File: config.mk
export PLATFORM = sky130hd
export DESIGN_NAME = fetch_stage
export DESIGN_NICKNAME = d
export VERILOG_FILES = /design/src/rtl/fetch_stage.sv
export SDC_FILE = /design/constraint.sdc
export NUM_CORES = 1
export LEC_CHECK = 0
export BUFFER_PORTS_ARGS = -buffer_cell sky130_fd_sc_hd__buf_2
export CAP_MARGIN = 30
export CORE_ASPECT_RATIO = 0.75
export CORE_MARGIN = 3
export CORE_UTILIZATION = 45
export DETAILED_ROUTE_END_ITERATION = 12
export PLACE_DENSITY_LB_ADDON = 0.3
export SETUP_SLACK_MARGIN = 0.5
export SLEW_MARGIN = 10
export SYNTH_ARGS = -nofsm -noshare
export SYNTH_HDL_FRONTEND = slang
export SYNTH_SLANG_ARGS = --single-unit
File: constraint.sdc
create_clock -name clk -period 6 [get_ports clk]
set_clock_uncertainty 0.1 [all_clocks]
set_input_delay 1.2 -clock clk [delete_from_list [all_inputs] [get_ports clk]]
set_output_delay 1.2 -clock clk [all_outputs]
set_load 0.005 [all_outputs]
File: src/rtl/fetch_stage.sv
// -----------------------------------------------------------------------------
// fetch_stage
//
// Instruction-fetch stage of a five-stage RISC-V style pipeline. It holds the
// program counter and the IF/ID pipeline register. A small three-state
// controller (BOOT -> RUN, plus a sticky FAULT) guards the fetch. Redirect
// targets are checked for 4-byte alignment on bit 1 before the PC is updated.
//
// Parameters
//   DATA_WIDTH    width of every address / immediate port
//   RESET_PC      PC value loaded on reset
//
// Ports
//   clk            in   single clock, rising edge
//   rst            in   synchronous active-high reset
//   StallF         in   hold the PC and the IF/ID register
//   FlushD         in   replace the IF/ID contents with a bubble
//   PCSrc[1:0]     in   00 PC+4, 01 PCE+ImmExt, 10 ALUResult (bit 0 cleared),
//                       11 behaves as 00
//   PCE            in   PC of the redirecting instruction
//   ImmExt         in   sign-extended immediate
//   ALUResult      in   jalr target before bit-0 masking
//   InstrF[31:0]   in   instruction-memory read data for PCF (combinational)
//   PCF            out  current fetch address
//   InstrD         out  IF/ID instruction (NOP bubble when not valid)
//   PCD            out  IF/ID PC
//   PCPlus4D       out  IF/ID PC + 4
//   ValidD         out  InstrD holds a real fetched instruction
//   MisalignFault  out  high while the controller sits in FAULT
// -----------------------------------------------------------------------------
module fetch_stage #(
    parameter int                    DATA_WIDTH = 32,
    parameter logic [DATA_WIDTH-1:0] RESET_PC   = 32'h0000_0000
) (
    input  logic                  clk,
    input  logic                  rst,
    input  logic                  StallF,
    input  logic                  FlushD,
    input  logic [1:0]            PCSrc,
    input  logic [DATA_WIDTH-1:0] PCE,
    input  logic [DATA_WIDTH-1:0] ImmExt,
    input  logic [DATA_WIDTH-1:0] ALUResult,
    input  logic [31:0]           InstrF,
    output logic [DATA_WIDTH-1:0] PCF,
    output logic [31:0]           InstrD,
    output logic [DATA_WIDTH-1:0] PCD,
    output logic [DATA_WIDTH-1:0] PCPlus4D,
    output logic                  ValidD,
    output logic                  MisalignFault
);

    // addi x0, x0, 0 -- the canonical bubble
    localparam logic [31:0] NOP_INSTR = 32'h0000_0013;

    localparam logic [DATA_WIDTH-1:0] PC_STEP  = {{(DATA_WIDTH-3){1'b0}}, 3'b100};
    localparam logic [DATA_WIDTH-1:0] PC_ZERO  = {DATA_WIDTH{1'b0}};
    // Clears bit 0 of a jalr target
    localparam logic [DATA_WIDTH-1:0] JALR_MASK = {{(DATA_WIDTH-1){1'b1}}, 1'b0};

    typedef enum logic [1:0] {
        BOOT  = 2'b00,
        RUN   = 2'b01,
        FAULT = 2'b10
    } state_t;

    // True for the two PCSrc codes that redirect the fetch
    function automatic logic is_redirect(input logic [1:0] sel);
        logic hit;
        case (sel)
            2'b01:   hit = 1'b1;
            2'b10:   hit = 1'b1;
            default: hit = 1'b0;
        endcase
        return hit;
    endfunction

    // Redirect target; the sum wraps modulo 2^DATA_WIDTH by construction
    function automatic logic [DATA_WIDTH-1:0] redirect_target(
        input logic [1:0]            sel,
        input logic [DATA_WIDTH-1:0] pce,
        input logic [DATA_WIDTH-1:0] imm,
        input logic [DATA_WIDTH-1:0] alu
    );
        logic [DATA_WIDTH-1:0] tgt;
        case (sel)
            2'b01:   tgt = pce + imm;
            2'b10:   tgt = alu & JALR_MASK;
            default: tgt = PC_ZERO;
        endcase
        return tgt;
    endfunction

    state_t                state_q,    state_d;
    logic [DATA_WIDTH-1:0] pc_q,       pc_d;
    logic [31:0]           instr_q,    instr_d;
    logic [DATA_WIDTH-1:0] pcd_q,      pcd_d;
    logic [DATA_WIDTH-1:0] pcplus4_q,  pcplus4_d;
    logic                  valid_q,    valid_d;
    logic                  fault_q,    fault_d;

    logic                  redirect_s;
    logic [DATA_WIDTH-1:0] target_s;
    logic                  misalign_s;
    logic [DATA_WIDTH-1:0] pc_plus4_s;

    // Redirect decode and alignment check of the candidate target
    always_comb begin
        redirect_s = is_redirect(PCSrc);
        target_s   = redirect_target(PCSrc, PCE, ImmExt, ALUResult);
        pc_plus4_s = pc_q + PC_STEP;
        if (redirect_s) begin
            misalign_s = target_s[1];
        end else begin
            misalign_s = 1'b0;
        end
    end

    // Controller next state, PC select and IF/ID update
    always_comb begin
        state_d   = state_q;
        pc_d      = pc_q;
        instr_d   = instr_q;
        pcd_d     = pcd_q;
        pcplus4_d = pcplus4_q;
        valid_d   = valid_q;

        case (state_q)
            BOOT: begin
                // One idle cycle after reset: PC holds, decode sees a bubble
                state_d = RUN;
                instr_d = NOP_INSTR;
                valid_d = 1'b0;
            end

            RUN: begin
                // IF/ID: a redirect squashes the wrong-path fetch just like FlushD,
                // and it wins over StallF so the bubble is never lost
                if (FlushD || redirect_s) begin
                    instr_d = NOP_INSTR;
                    valid_d = 1'b0;
                end else if (StallF) begin
                    instr_d = instr_q;
                end else begin
                    instr_d   = InstrF;
                    pcd_d     = pc_q;
                    pcplus4_d = pc_plus4_s;
                    valid_d   = 1'b1;
                end

                // PC: redirect beats stall; a misaligned target freezes the PC
                if (redirect_s) begin
                    if (misalign_s) begin
                        state_d = FAULT;
                    end else begin
                        pc_d = target_s;
                    end
                end else if (StallF) begin
                    pc_d = pc_q;
                end else begin
                    pc_d = pc_plus4_s;
                end
            end

            FAULT: begin
                // Sticky until reset; keep feeding bubbles
                instr_d = NOP_INSTR;
                valid_d = 1'b0;
            end

            default: begin
                // Unreachable encoding: park in the safe state
                state_d = FAULT;
                instr_d = NOP_INSTR;
                valid_d = 1'b0;
            end
        endcase

        if (state_d == FAULT) begin
            fault_d = 1'b1;
        end else begin
            fault_d = 1'b0;
        end
    end

    // State, PC and IF/ID registers with synchronous reset
    always_ff @(posedge clk) begin
        if (rst) begin
            state_q   <= BOOT;
            pc_q      <= RESET_PC;
            instr_q   <= NOP_INSTR;
            pcd_q     <= PC_ZERO;
            pcplus4_q <= PC_ZERO;
            valid_q   <= 1'b0;
            fault_q   <= 1'b0;
        end else begin
            state_q   <= state_d;
            pc_q      <= pc_d;
            instr_q   <= instr_d;
            pcd_q     <= pcd_d;
            pcplus4_q <= pcplus4_d;
            valid_q   <= valid_d;
            fault_q   <= fault_d;
        end
    end

    assign PCF           = pc_q;
    assign InstrD        = instr_q;
    assign PCD           = pcd_q;
    assign PCPlus4D      = pcplus4_q;
    assign ValidD        = valid_q;
    assign MisalignFault = fault_q;

endmodule

# After elaboration in Yosys (flattened, before gate mapping)

Cells that the tools add are included.

Input bits: 134
Flip-flop bits (word level): 132
Logic and storage cells: 35

Add/sub/neg operators: 2
Bitwise logic cells: 3
Reduce and logical (&&, ||, !) cells: 6
Equality and inequality tests: 7
Mux-type cells: 10

Operator list:

| cell                                                   | count |
|---|---|
| 2-to-1 mux 32 bit                                      | 3 |
| one-hot mux 32 bit (2 select lines)                    | 1 |
| adder 32 x 3 -> 32 bit (second input constant)         | 1 |
| adder 32 bit                                           | 1 |
| == test 2 bit (second input constant)                  | 3 |
| one-hot mux 2 bit (3 select lines)                     | 1 |
| AND reduction 3 bit                                    | 2 |
| == test 2 x 1 -> 1 bit (second input constant)         | 2 |
| 2-to-1 mux 2 bit                                       | 2 |
| 2-to-1 mux 1 bit                                       | 3 |
| NOT 1 bit                                              | 3 |
| OR reduction 3 bit                                     | 1 |
| logical NOT 2 bit                                      | 1 |
| inequality test 2 x 1 -> 1 bit (second input constant) | 1 |
| inequality test 2 bit (second input constant)          | 1 |
| OR reduction 2 bit                                     | 1 |
| logical OR 1 bit                                       | 1 |

# Depth between registers and ports, before layout

Gate-level depths: netlist of run 1.

Depth in word-level cells: 9
Mapped depth: 12
Mapped depth without buffers: 11

# Worst setup path after synthesis of run 1

Ideal clock, no wire load.

Kind: in2reg
Start point: input PCE[0]
End point: register pc_q[22], in the netlist PCF[22]
Library setup time: 0.086 ns
Path slack: 2.384 ns
Arrival: 3.431 ns
Data required time: 5.814 ns
Stages on the path: 11
Cell sequence: ha_1 inv_1 fa_1 nor2b_1 o2111ai_1 a21oi_1 o21ai_1 o31a_1 o21ai_1 mux2_1 a211oi_1

Longest elaborated chain between the ends: 5
Elaborated cells between the ends (all ways): 7
Classes of those cells: add/sub (1); eq/ne (1); mux (4); reduce/logical (1)

RTL lines:

| element                                 | RTL line | RTL |
|---|---|---|
| start, declared                         | 40       | `input logic [DATA_WIDTH-1:0] PCE,` |
| adder 32 bit (*)                        | 86       | `2'b01: tgt = pce + imm;` |
| one-hot mux 32 bit (2 select lines) (*) | 85       | `case (sel)` |
| 2-to-1 mux 1 bit                        | 111      | `if (redirect_s) begin` |
| inequality test 2 bit (no source line)  | n/a      |  |
| AND reduction 3 bit (no source line)    | n/a      |  |
| end signal, assigned                    | 197      | `pc_q <= pc_d;` |
| end, declared                           | 94       | `logic [DATA_WIDTH-1:0] pc_q, pc_d;` |

Every way passes the cells marked *; elsewhere a longest branch is shown, timed or not. The select of a mux whose other input is x is not followed.
A chain may end at the register's enable or synchronous reset.

# Worst setup path in the final report of run 1

Same ends and word-level chain as after synthesis.

==> impl_metrics.json, run 1 <==
{
  "status": "completed",
  "synth_area_sq_um": 7600,
  "layout-drive-gt1-share_pct": 27.1,
  "wl_microns": 25600,
  "fin_crit_sh_pct": 64.6,
  "synthTopCellsByCount": "130 x dfxtp_1, 122 x nor2_1, 111 x nand2_1",
  "synth_cell_type_count": 69,
  "antenna_found_initial": 1,
  "synth-edff-count": 0,
  "ys_seq_elements": 130,
  "path_clk_slew_ns": 0.07,
  "relSlewSlack_pct": 56.8,
  "num_vias": 8049,
  "nets": 1354,
  "critPathMaxStageDelay_ns": 0.41,
  "min_period_ns": 3.87,
  "synth_top_area_cell": "dfxtp_1",
  "ir_drop_mv": 0.195,
  "ys.flop_type": "dfxtp_1",
  "worstReg2RegStart": "PCF[2]$_SDFFE_PP0P_",
  "fillerInstances": 1535,
  "syn-num-nets": 1129,
  "finalNonFillerCells": 1407,
  "grt_pass1_wl_microns": 39200,
  "min_from": "ValidD$_SDFFE_PP0N_",
  "numPortBuffers": 262,
  "post-dp-hpwl_microns": 19300,
  "areaGrowthSynthToFinish_pct": 26.8,
  "fin_tns_setup_ns": 0,
  "rows": 40,
  "grt_max_degree": 59,
  "clockRootBuffer": "clkbuf_16",
  "start_util_pct": 46.7,
  "p_per_area_nw_per_um2": 261,
  "io_pins": 264,
  "postCtsSetupRepairBufs": 0,
  "die_w_microns": 156,
  "core_area_sq_um": 16300,
  "dp_worst_setup_slack_ns": 1.75,
  "rsz0062_at_grt": "false",
  "syn_inst": 960,
  "hold_path.class": "reg -> reg",
  "crit_required_ns": 6.22,
  "fmax_ghz": 0.258,
  "postRouteAntennaNets": 0,
  "maxCapViolations": 0,
  "rr_worst_depth": 9,
  "yosysMostFrequentCell": "dfxtp_1",
  "wl_per_cell_microns": 18.2,
  "setup_ws_ns": 2.13,
  "postCtsHoldBufs": 0,
  "netlist.area_leader.share_pct": 34.3,
  "holdPathEnd": "ValidD$_SDFFE_PP0N_",
  "grt_pass1_vias": 7317,
  "ys_seq_area_share_pct": 34.3,
  "ys_warn_count": 0,
  "place_congestion": 0.936,
  "fp.dieH_microns": 119,
  "syn_avg_cell_area_sq_um": 7.91,
  "via_per_inst": 5.72,
  "r2r_slack_ns": 3.06,
  "drtIter0Drc": 759,
  "slowest_stage": "fa_1",
  "regToRegEndpoint": "PCF[28]$_SDFFE_PP0P_",
  "grtUsageTotal_pct": 26.6,
  "grt_overflow": 0,
  "worstMarginPinSlew_ns": 0.647,
  "cts-htree-levels": 4,
  "setup_viol": 0,
  "holdPathStages": 2,
  "arrival_ns": 4.10,
  "hold_violations": 0,
  "n_antenna_cell": 0,
  "synthTopCellsByArea": "dfxtp_1 34%, a21oi_1 6.3%, nor2_1 6.0%",
  "die-area_sq_um": 18500,
  "clock_path_buffers": 2,
  "dr.pass1.iters": 5,
  "drc": 0,
  "cts_num_sinks": 130,
  "cp_common_cell": "o21ai_1",
  "endpoint_kind": "flip-flop",
  "synthArstFlopShare_pct": 0,
  "power.leakage_uw": 0.00432,
  "cts_buffers": 17,
  "path_cells": "buf_2 > ha_1 > inv_1 > fa_1 > nor2b_1 > o2111ai_1 > a21oi_1 > o21ai_1 > o31a_1 > o21ai_1 > mux2_1 > a211oi_1",
  "crit_type": "in -> reg",
  "dpl.cell_count": 1375,
  "cp_max_fo": 3,
  "cp-start-kind": "input pin",
  "cts_resized": 0,
  "cts_tree": "yes",
  "clk_latency_ns": 0.41,
  "drv_slew": 0
}
==> where the power goes <==
group	total (uW)	leakage [uW]	internal (uW)	switching, uW
combinational	495	0.00298	198	297
sequential	934	0.00105	892	42.0
clock	1090	0.000286	696	394
==> area by class of cell <==
class                      instances  area (sq um)  area share (%)
inverter                          16          60.1           0.623
tap                              210           263            2.73
multi-input combinational        742          4650            48.3
timing repair buffer             278          1440            15.0
clock inverter                    12           181            1.88
clock buffer                      19           433            4.49
sequential                       130          2600            27.0
==> cell usage in the layout, fill, tap and decap left out, drive strengths merged, types with 17 or more instances in the layout <==
cell type / count
mux2i: 32
nor3: 23
ha: 34
nand2: 111
nor2: 123
dfxtp: 130
xnor2: 26
nand3: 25
a21o: 17
o21ai: 40
inv: 18
clkbuf: 19
a211oi: 32
a21oi: 98
buf: 278
xor2: 26
==> worst max-delay path by stage <==
stage | slack, ns | from | endpoint
floorplan | 2.38 | PCE[0] | PCF[22]$_SDFFE_PP0P_
global route | 1.95 | PCE[0] | PCF[22]$_SDFFE_PP0P_
CTS | 2.16 | PCE[0] | PCF[17]$_SDFFE_PP0P_
detailed placement | 1.75 | PCE[0] | PCF[22]$_SDFFE_PP0P_
finish | 2.13 | PCE[0] | PCF[22]$_SDFFE_PP0P_
global placement | 1.81 | PCE[0] | PCF[17]$_SDFFE_PP0P_
==> metrics by stage <==
step | total power, uW | hold WS [ns] | cell area, sq um | utilization (%)
global placement | 1420 | 0.334 | 9000 | 55.3
CTS | 2510 | 0.347 | 9630 | 59.2
floorplan | 1240 | 0.341 | 7600 | -
detailed placement | 1430 | 0.338 | 9010 | 55.4
finish | 2520 | 0.345 | 9640 | 59.2
global route | 2620 | 0.373 | 9640 | 59.2
==> worst max-delay path, delay by kind of cell <==
family / cells / cell delay, ns
mux: 1 / 0.37
compound gates: 6 / 1.60
fa+ha+maj: 2 / 0.61
buf+inv: 2 / 0.15
simple gates: 1 / 0.17
==> logic make-up after synthesis <==
logic type / after synthesis / synth area share [%]
simple gates: 353 / 21.9
fa+ha+maj: 35 / 5.86
flops: 130 / 34.3
xor+xnor: 52 / 5.99
buf+inv: 88 / 4.61
compound gates: 267 / 22.7
mux: 35 / 4.66
==> state kept, by name (all words and copies together) (netlist names) <==
signal         flops
MisalignFault      1
ValidD             1
InstrD            32
PCPlus4D          30
state_q            2
PCD               32
PCF               32
==> per-layer routing <==
metal  GRT usage [%]  part of all wire [%]
met1            37.3                    44
met2            38.8                    44
met3            8.53                    10
met4            7.72                   2.1
met5               0                 0.039
No activity file was read; power rests on OpenSTA's default activity.
==> run 2, diff against run 1 <==
==> constraint.sdc (replaced) <==
create_clock -name clk -period 3.4 [get_ports clk]
set_clock_uncertainty 0.1 [all_clocks]
set_input_delay 0.68 -clock clk [delete_from_list [all_inputs] [get_ports clk]]
set_output_delay 0.68 -clock clk [all_outputs]
set_load 0.005 [all_outputs]
==> impl_metrics.json, run 2 (synthesis gave the netlist of run 1 again) <==
{
  "dr.pass1.iters": 8,
  "grt_pass1_wl_microns": 39000,
  "numPortBuffers": 262,
  "critPathMaxStageDelay_ns": 0.38,
  "crit_required_ns": 3.63,
  "slowest_stage": "mux2_1",
  "place_congestion": 0.930,
  "cts_tree": "yes",
  "cp-start-kind": "input pin",
  "cts-htree-levels": 4,
  "crit_type": "in -> reg",
  "hold_path.class": "reg -> reg",
  "cp_common_cell": "o21ai_2",
  "setup_viol": 0,
  "layout_commonest_cell": "buf_2",
  "die_w_microns": 156,
  "maxCapViolations": 0,
  "path_cells": "buf_2 > ha_2 > inv_1 > fa_2 > nor2b_4 > o2111ai_4 > a21oi_2 > o21ai_2 > o31a_1 > o21ai_2 > mux2_1 > a211oi_2",
  "path_clk_slew_ns": 0.06,
  "fillerInstances": 1482,
  "antenna_found_initial": 0,
  "drtIter0Drc": 880,
  "fmax_ghz": 0.349,
  "grt_pass1_vias": 7193,
  "p_per_area_nw_per_um2": 445,
  "power.leakage_uw": 0.00447,
  "seqCellArea_sq_um": 2600,
  "dpl_cell_area_sq_um": 9170,
  "hold_violations": 0,
  "worstMarginPinSlew_ns": 0.594,
  "core_area_sq_um": 16300,
  "rows": 40,
  "status": "completed",
  "clockRootBuffer": "clkbuf_16",
  "postCtsHoldBufs": 0,
  "min_period_ns": 2.87,
  "post-dp-hpwl_microns": 19500,
  "io_pins": 264,
  "clk_latency_ns": 0.41,
  "final_area_sq_um": 9920,
  "postRouteAntennaNets": 0,
  "fp.dieH_microns": 119,
  "cts_buffers": 17,
  "grtUsageTotal_pct": 26.5,
  "arrival_ns": 3.10,
  "cts_num_sinks": 130,
  "rsz0062_at_grt": "true",
  "fin_tns_setup_ns": 0,
  "holdWs_ns": 0.351,
  "grt_max_degree": 59,
  "num_vias": 8114,
  "fin_crit_sh_pct": 84.4,
  "endpoint_kind": "flip-flop",
  "holdPathStages": 2,
  "nets": 1382,
  "ir_drop_mv": 0.380,
  "clock_path_buffers": 2,
  "multi_input_area_sq_um": 4750,
  "die-area_sq_um": 18500,
  "wl_per_cell_microns": 17.9,
  "cp_max_fo": 3,
  "relSlewSlack_pct": 60.4,
  "areaGrowthSynthToFinish_pct": 30.6,
  "drv_slew": 0,
  "fin_util_pct": 61.0,
  "rr_worst_depth": 10,
  "layout-drive-gt1-share_pct": 30.3,
  "wl_microns": 25600,
  "via_per_inst": 5.65,
  "grt_overflow": 0,
  "start_util_pct": 46.7,
  "drc": 0,
  "final_cell_mix": "262 x buf_2, 129 x dfxtp_1, 122 x nor2_1",
  "n_antenna_cell": 0
}
## run 2: cell count changes in the layout (fill, tap and decap cells not counted), moves of 3 or more
| cell | before | now |
|---|---|---|
| a211oi_1 | 32 | 29 |
| buf_4 | 14 | 43 |
| a211oi_2 | 0 | 3 |
| clkbuf_8 | 0 | 3 |
## run 2: worst paths after layout
| path | from | end | slack [ns] |
|---|---|---|---|
| max | PCE[0] | PCF[22]$_SDFFE_PP0P_ | 0.53 |
| max reg2reg | PCF[3]$_SDFFE_PP0P_ | PCF[28]$_SDFFE_PP0P_ | 0.66 |
| min reg2reg | PCD[12]$_SDFFE_PP0P_ | PCD[12]$_SDFFE_PP0P_ | 0.35 |
| min | PCD[12]$_SDFFE_PP0P_ | PCD[12]$_SDFFE_PP0P_ | 0.35 |
## run 2: what timing repair did
| item | CTS | global route |
|---|---|---|
| setup buffers | 0 | 9 |
| gates resized for setup | 2 | 19 |
| hold endpoints to repair | 0 | 0 |
| pin swaps | 0 | 9 |
| setup endpoints to repair | 1 | 12 |
| gates cloned | 0 | 0 |
## run 2: critical path: cells and delay by family
kind	cells	cell delay (ns)
mux	1	0.38
simple gates	1	0.16
buf+inv	2	0.13
fa+ha+maj	2	0.55
compound gates	6	1.20
## run 2: where the power goes
part,internal (uW),switching [uW]
Sequential,1570,66.3
Combinational,389,547
Clock,1140,699
Total,3100,1310
## run 2: metrics by stage
stage | setup slack [ns] | instances | total power, uW
after floorplan | 0.413 | 960 | 2200
after global placement | 0.0860 | 1395 | 2540
after detailed placement | 0.0382 | 1395 | 2550
after CTS | 0.516 | 1426 | 4380
after global routing | 0.456 | 1435 | 4600
final | 0.531 | 1435 | 4410
## run 2: final cells by class
| type | count | share of cell area [%] |
|---|---|---|
| Clock inverter | 11 | 1.29 |
| Clock buffer | 20 | 4.70 |
| Sequential cell | 130 | 26.2 |
| Multi-Input combinational cell | 742 | 47.9 |
| Inverter | 16 | 0.605 |
| Tap cell | 210 | 2.65 |
| Timing Repair Buffer | 306 | 16.6 |
## run 2: per-layer routing
layer	part of all wire, %	vias up	GRT usage, %
met2	43	379	38.4
met5	0	-	0
met4	2.1	0	7.06
met1	45	3745	38.8
li1	-	3947	-
met3	10	43	6.73
==> run 3, diff against run 2 <==
==> constraint.sdc (replaced) <==
create_clock -name clk -period 2.65 [get_ports clk]
set_clock_uncertainty 0.1 [all_clocks]
set_input_delay 0.53 -clock clk [delete_from_list [all_inputs] [get_ports clk]]
set_output_delay 0.53 -clock clk [all_outputs]
set_load 0.005 [all_outputs]
==> impl_metrics.json, run 3 (synthesis gave the netlist of run 1 again) <==
{
  "grt_pass1_wl_microns": 43400,
  "maxCapViolations": 0,
  "nets": 1508,
  "grt_max_degree": 56,
  "seqCellArea_sq_um": 2620,
  "postCtsHoldBufs": 0,
  "crit_type": "in -> reg",
  "layout-drive-gt1-share_pct": 46.0,
  "core_area_sq_um": 16300,
  "drtIter0Drc": 1089,
  "internal-power_uw": 4350,
  "wirelength_met1_microns": 12500,
  "areaGrowthSynthToFinish_pct": 58.1,
  "fin_crit_sh_pct": 98.8,
  "p_clk_share_pct": 39.1,
  "postRouteAntennaNets": 0,
  "cts_num_sinks": 130,
  "regToRegEndpoint": "PCF[19]$_SDFFE_PP0P_",
  "antenna_found_initial": 0,
  "worstMarginPinSlew_ns": 0.660,
  "cts_tree": "yes",
  "ir_drop_mv": 0.412,
  "worstReg2RegStart": "PCF[3]$_SDFFE_PP0P_",
  "fillerInstances": 1211,
  "die_w_microns": 156,
  "dr.pass1.iters": 6,
  "hold_violations": 0,
  "p_comb_share_pct": 27.9,
  "setup_ws_ns": 0.0327,
  "power.leakage_uw": 0.00539,
  "rsz0062_at_grt": "true",
  "die-area_sq_um": 18500,
  "p_sw_uw": 1960,
  "clockRootBuffer": "clkbuf_16",
  "power_frac_seq_pct": 32.9,
  "rr_worst_depth": 8,
  "r2r_slack_ns": 0.23,
  "fmax_ghz": 0.382,
  "rows": 40,
  "cp_max_fo": 3,
  "clock_path_buffers": 2,
  "via_per_inst": 5.75,
  "start_util_pct": 46.7,
  "final_cell_mix": "252 x buf_2, 143 x buf_4, 123 x dfxtp_1",
  "top_layer": "met4",
  "wl_per_cell_microns": 19.0,
  "met2_length_microns": 13100,
  "num_vias": 8984,
  "io_pins": 264,
  "p_per_area_nw_per_um2": 526,
  "wl_met3_microns": 3110,
  "cts_buffers": 17,
  "n_antenna_cell": 0,
  "multi_input_area_sq_um": 5610,
  "drv_slew": 0,
  "wl_microns": 29700,
  "numPortBuffers": 262,
  "clk_latency_ns": 0.42,
  "min_period_ns": 2.62,
  "holdPathEnd": "InstrD[2]$_SDFFE_PP0N_",
  "setup_viol": 0,
  "holdPathStages": 3,
  "fin_tns_setup_ns": 0,
  "place_congestion": 0.986,
  "crit_required_ns": 2.84,
  "layout_commonest_cell": "buf_2",
  "grt_pass1_vias": 8298,
  "fp.dieH_microns": 119,
  "endpoint_kind": "flip-flop",
  "grtUsageTotal_pct": 29.6,
  "arrival_ns": 2.80,
  "cts-htree-levels": 4,
  "drc": 0,
  "relSlewSlack_pct": 56.0,
  "swShare_pct": 31.1,
  "cp-start-kind": "input pin",
  "post-dp-hpwl_microns": 20900,
  "dp_worst_setup_slack_ns": -0.393,
  "grt_overflow": 0,
  "path_clk_slew_ns": 0.07,
  "status": "completed",
  "hold_path.class": "in -> reg",
  "min_from": "InstrF[2]"
}
==> run 3: layout make-up <==
| class | count | share of cell area [%] |
|---|---|---|
| multi-input cells | 742 | 46.7 |
| repair buffers | 432 | 23.7 |
| flip-flops and latches | 130 | 21.8 |
| clock inverters | 14 | 1.47 |
| well taps | 210 | 2.19 |
| clock buffers | 18 | 3.66 |
| inverters | 16 | 0.500 |
==> run 3: how the worst max path moves through the flow <==
stage / start / end / slack (ns) / cells after the start
CTS: ImmExt[0] / PCF[20]$_SDFFE_PP0P_ / 0.15 / 13
finish: ImmExt[0] / PCF[26]$_SDFFE_PP0P_ / 0.03 / 13
global placement: PCE[0] / PCF[25]$_SDFFE_PP0P_ / -0.35 / 12
global route: PCE[4] / PCF[8]$_SDFFE_PP0P_ / -0.01 / 12
floorplan: PCE[0] / PCF[22]$_SDFFE_PP0P_ / -0.11 / 11
detailed placement: PCE[0] / PCF[20]$_SDFFE_PP0P_ / -0.39 / 13
==> run 3: critical path, cell delays in order <==
cell	delay, ns
buf_6	0.07
ha_4	0.13
inv_2	0.03
fa_2	0.36
nor2b_4	0.17
o2111ai_4	0.14
a21oi_2	0.22
o21ai_2	0.08
o31a_1	0.32
buf_4	0.17
o31ai_2	0.23
xnor2_1	0.20
o21ai_1	0.12
==> run 3: power groups by stage <==
stage / combinational, uW / sequential [uW] / clock, uW
final: 1760 / 2080 / 2470
after floorplan: 778 / 2120 / 0
after global placement: 1380 / 2110 / 0
after detailed placement: 1390 / 2110 / 0
after CTS: 1570 / 2070 / 2480
after global routing: 1870 / 2090 / 2570
==> run 3: timing repair <==
item | CTS | global route
setup buffers | 28 | 20
resized for setup | 108 | 68
gates cloned | 1 | 2
setup endpoints to repair | 40 | 116
pin swaps | 81 | 49
==> run 3: through the flow <==
| stage | instances | instance area (sq um) | hold WS (ns) | utilization [%] | total power [uW] |
|---|---|---|---|---|---|
| detailed placement | 1479 | 10100 | 0.342 | 61.9 | 3500 |
| floorplan | 960 | 7930 | 0.341 | - | 2900 |
| CTS | 1540 | 11400 | 0.236 | 70.3 | 6120 |
| finish | 1562 | 12000 | 0.242 | 73.8 | 6320 |
| global route | 1562 | 12000 | 0.262 | 73.8 | 6530 |
| global placement | 1479 | 10100 | 0.335 | 61.9 | 3490 |
==> run 3: layer usage <==
layer  vias to the layer above  GRT usage (%)
li1                       4202              -
met1                      4221           40.7
met2                       480           44.8
met3                        81           7.94
met4                         0           10.1
met5                         -              0
